`src/rtl/serial_addsub.sv`:
```
// rtl/serial_addsub.sv - bit-serial two's-complement adder/subtractor
// One full-adder slice with a registered carry, LSB first, start/done handshake.
module serial_addsub #(
  parameter int WIDTH = 32
) (
  input  logic             clk,
  input  logic             rst,
  input  logic             start,
  input  logic             sub,
  input  logic [WIDTH-1:0] a,
  input  logic [WIDTH-1:0] b,
  output logic             busy,
  output logic             done,
  output logic [WIDTH-1:0] result,
  output logic             cout,
  output logic             overflow
);

  localparam int CW = $clog2(WIDTH);
  localparam logic [CW-1:0] LAST = CW'(WIDTH - 1);

  typedef enum logic [1:0] {
    IDLE = 2'd0,
    RUN  = 2'd1,
    DONE = 2'd2
  } state_t;

  state_t          state, state_nxt;
  logic [WIDTH-1:0] op_a, op_b;
  logic [CW-1:0]   count;
  logic            carry;
  logic            accept;
  logic            s, c_next;

  // start is only honoured outside RUN; operands are never re-sampled mid-operation
  assign accept = (state != RUN) && start;
  assign s      = op_a[0] ^ op_b[0] ^ carry;
  assign c_next = (op_a[0] & op_b[0]) | (op_a[0] & carry) | (op_b[0] & carry);

  always_ff @(posedge clk or posedge rst) begin
    if (rst) state <= IDLE;
    else     state <= state_nxt;
  end

  always_comb begin
    state_nxt = state;
    case (state)
      IDLE:    if (start) state_nxt = RUN;
      RUN:     if (count == LAST) state_nxt = DONE;
      DONE:    state_nxt = start ? RUN : IDLE;
      default: state_nxt = IDLE;
    endcase
  end

  assign busy = (state == RUN);
  assign done = (state == DONE);

  always_ff @(posedge clk or posedge rst) begin
    if (rst) begin
      op_a     <= '0;
      op_b     <= '0;
      carry    <= 1'b0;
      count    <= '0;
      result   <= '0;
      cout     <= 1'b0;
      overflow <= 1'b0;
    end else if (accept) begin
      // subtraction is A + ~B + 1: invert B and seed the carry with 1
      op_a     <= a;
      op_b     <= sub ? ~b : b;
      carry    <= sub;
      count    <= '0;
      result   <= '0;
      cout     <= 1'b0;
      overflow <= 1'b0;
    end else if (state == RUN) begin
      op_a   <= op_a >> 1;
      op_b   <= op_b >> 1;
      result <= {s, result[WIDTH-1:1]};
      carry  <= c_next;
      count  <= count + 1'b1;
      if (count == LAST) begin
        // carry here is the carry into the MSB; c_next is the carry out of it
        cout     <= c_next;
        overflow <= carry ^ c_next;
      end
    end
  end

endmodule

```
`config.mk`:
```
export PLATFORM = sky130hd
export DESIGN_NAME = serial_addsub
export DESIGN_NICKNAME = d
export VERILOG_FILES = /design/src/rtl/serial_addsub.sv
export SDC_FILE = /design/constraint.sdc
export NUM_CORES = 1
export LEC_CHECK = 0
export CAP_MARGIN = 0
export CORE_MARGIN = 8
export CORE_UTILIZATION = 42
export DETAILED_ROUTE_END_ITERATION = 7
export GPL_TIMING_DRIVEN = 0
export PLACE_DENSITY = 0.68
export SYNTH_ARGS = -nofsm -noshare
export SYNTH_HDL_FRONTEND = slang
export SYNTH_SLANG_ARGS = --single-unit
```
`constraint.sdc`:
```
create_clock -name clk -period 4.3 [get_ports clk]
set_input_delay 0.86 -clock clk [delete_from_list [all_inputs] [get_ports clk]]
set_output_delay 0.86 -clock clk [all_outputs]
set_load 0.03 [all_outputs]
```
==> out/results.ini <==
[synth]
synth_common_cells=130 x nand2_1, 106 x dfrtp_1, 78 x o21ai_0
postSynth.asyncResetShare=1.00
netlist_area_mm2=0.00500
synth_edf_count=0
synth_compound_area_frac=0.108
ys_warn_count=0
yosysMostFrequentCell=nand2_1
syn_area_per_cell_um2=10.0
synth_xor_area_frac=0.0595
synthMuxAreaShare=0.134
synth_top_area_frac=0.530
synth_top_area_cell=dfrtp_1
syn_inst=498
syn-num-nets=569
synth-simple-area-share=0.108
synth_area_leaders=dfrtp_1 53%, mux2i_1 13%, nand2_1 9.8%
synth-main-ff-cell=dfrtp_1
synth_adder_area_share=0.00900
yosys.cell_types.count=32
synth_seq_area_share=0.530
synth_top_family_by_area=multiplexers
synth_seq_cells=106

[floorplan]
core_mm2=0.0118
io_pins=104
die_h_um=125
initial_utilization=0.424
dieArea_mm2=0.0157
num_rows=40
die_x_um=125

[hold_path]
holdPathStages=2
min_path_type=reg2reg
min_from=op_b[1]
min_to=op_b[0]

[grt]
grt.total_usage=0.155
overflow=0
grt_max_degree=72
grt_pass1_wl_um=19900
grt_pass1_vias=4007
antenna_found_initial=0

[critical_path]
critPathCaptureType=primary output
reg2reg_setup_slack_ns=2.70
rr_startpoint=count[0]
path_max_fanout=10
startpoint=state[1]
worst-setup-path-type=reg2out
critPathLaunchType=register
r2r_cells=5
cp.required_ns=3.44
cp.arrival_ns=2.23
r2r_end=cout

[routing]
drt_iter0_drc=182
antenna_left=0
via_count=3786
routed_wl_um=11800
drtPass1Iterations=4
viasPerCell=4.98
wl_per_cell_um=15.5
drc_errors=0

[cts]
post_cts_buffers=0
h-tree-depth=3
cts-buffers-inserted=9
clock_latency_ns=0.34
postCtsResizedCells=0
clock_tree.buffer_depth=2
path_clk_slew_ns=0.06
cts-hold-fix-buffers=0
root_buffer=clkbuf_16
cts_tree=yes
numClockSinks=106

[placed_design]
gp_congestion=0.732
post-dp-hpwl_um=8440
port_buffers=101
dp_slack_ns=1.55
place_inst=747

[timing]
fmax_ghz=0.323
setup_violations=0
worst_pin_slew_ns=0.484
relSlewSlack=0.678
drv_slew=0
timing.hold.ws_ns=0.476
finalHoldViolations=0
finClkSkew_ns=0.00441
rsz0062_at_grt=no
period_minus_slack_ns=3.09
layout_setup_ws_ns=1.21
fin_crit_sh=0.720

[status]
status=completed

[final_layout]
drive_above_1_share=0.0668
area_growth_pct=29.6
antenna_cells=0
nNetsFinal=682
final_util=0.549
layout.cells.non_filler=761

[pwr]
power_mw=3.86
p_per_area_mw_per_mm2=595
cellLeakagePower_nw=2.98
worst_ir_drop_vdd_mv=0.345

[flow_run]
drv_cap=0

[worst max-delay path, stage by stage (launching register included)]
cell and delay, ns:
dfrtp_1 0.37, nand2b_1 0.15, buf_6 0.15, inv_6 0.11, buf_6 0.17, buf_2 0.24
clkdlybuf4s50_1 0.71
[cell usage in the layout, fill, tap and decap left out, drive strengths merged, types with 2 or more instances in the layout]
cell type / Yosys / layout
a22o: 2 / 2
buf: 28 / 29
clkbuf: 9 / 23
clkdlybuf4s50: 0 / 101
dfrtp: 106 / 106
ha: 2 / 2
inv: 6 / 6
mux2i: 66 / 66
nand2: 130 / 130
nand3: 3 / 3
nor2: 3 / 3
o21ai: 97 / 97
xnor2: 3 / 3
xor2: 31 / 31
[metrics by stage]
stage | area [µm²] | setup TNS (ns)
2_1_floorplan | 5000 | 0
5_1_grt | 6480 | 0
3_3_place_gp | 6200 | -91.16
3_5_place_dp | 6230 | 0
4_1_cts | 6480 | 0
6_report | 6480 | 0
[flip-flops by register name, indices dropped and copies added (netlist names)]
| name | flops |
|---|---|
| state | 2 |
| count | 5 |
| op_b | 32 |
| carry | 1 |
| op_a | 32 |
| overflow | 1 |
| result | 32 |
| cout | 1 |
[worst max path at each step]
| stage | endpoint | slack, ns | depth (start not counted) |
|---|---|---|---|
| after floorplan | carry | 0.65 | 1 |
| after global placement | result[16] | -0.87 | 2 |
| after detailed placement | busy | 1.55 | 6 |
| after CTS | busy | 1.17 | 6 |
| after global routing | busy | 1.05 | 6 |
| final | busy | 1.21 | 6 |
[power breakdown]
part,switching [mW],leakage (nW),total [mW],internal [mW]
Combinational,0.843,1.47,1.47,0.624
Sequential,0.253,1.38,1.65,1.39
Clock,0.337,0.123,0.741,0.404
Total,1.43,2.98,3.86,2.42
[kinds of logic after synthesis]
kind of cell             Yosys count
AND/OR/NAND/NOR                  140
flip-flops                       106
AO/OA/AOI/OAI                    104
multiplexers                      67
buffers and inverters             44
XOR/XNOR                          34
adder cells (fa/ha/maj)            3
[area by class of cell]
class	count	area, µm²
Buffer	37	223
Clock buffer	14	254
Fill cell	1101	5330
Inverter	7	33.8
Multi-Input combinational cell	348	2100
Sequential cell	106	2650
Tap cell	147	184
Timing Repair Buffer	102	1040
[per-layer routing]
| layer | vias up | GRT usage | share of wire |
|---|---|---|---|
| met2 | 77 | 0.245 | 0.47 |
| met4 | 0 | 0.0673 | 0.017 |
| met5 | - | 0 | 0 |
| met3 | 10 | 0.0323 | 0.046 |
| li1 | 1877 | - | - |
| met1 | 1822 | 0.202 | 0.46 |
(Power assumes the default switching activity.)
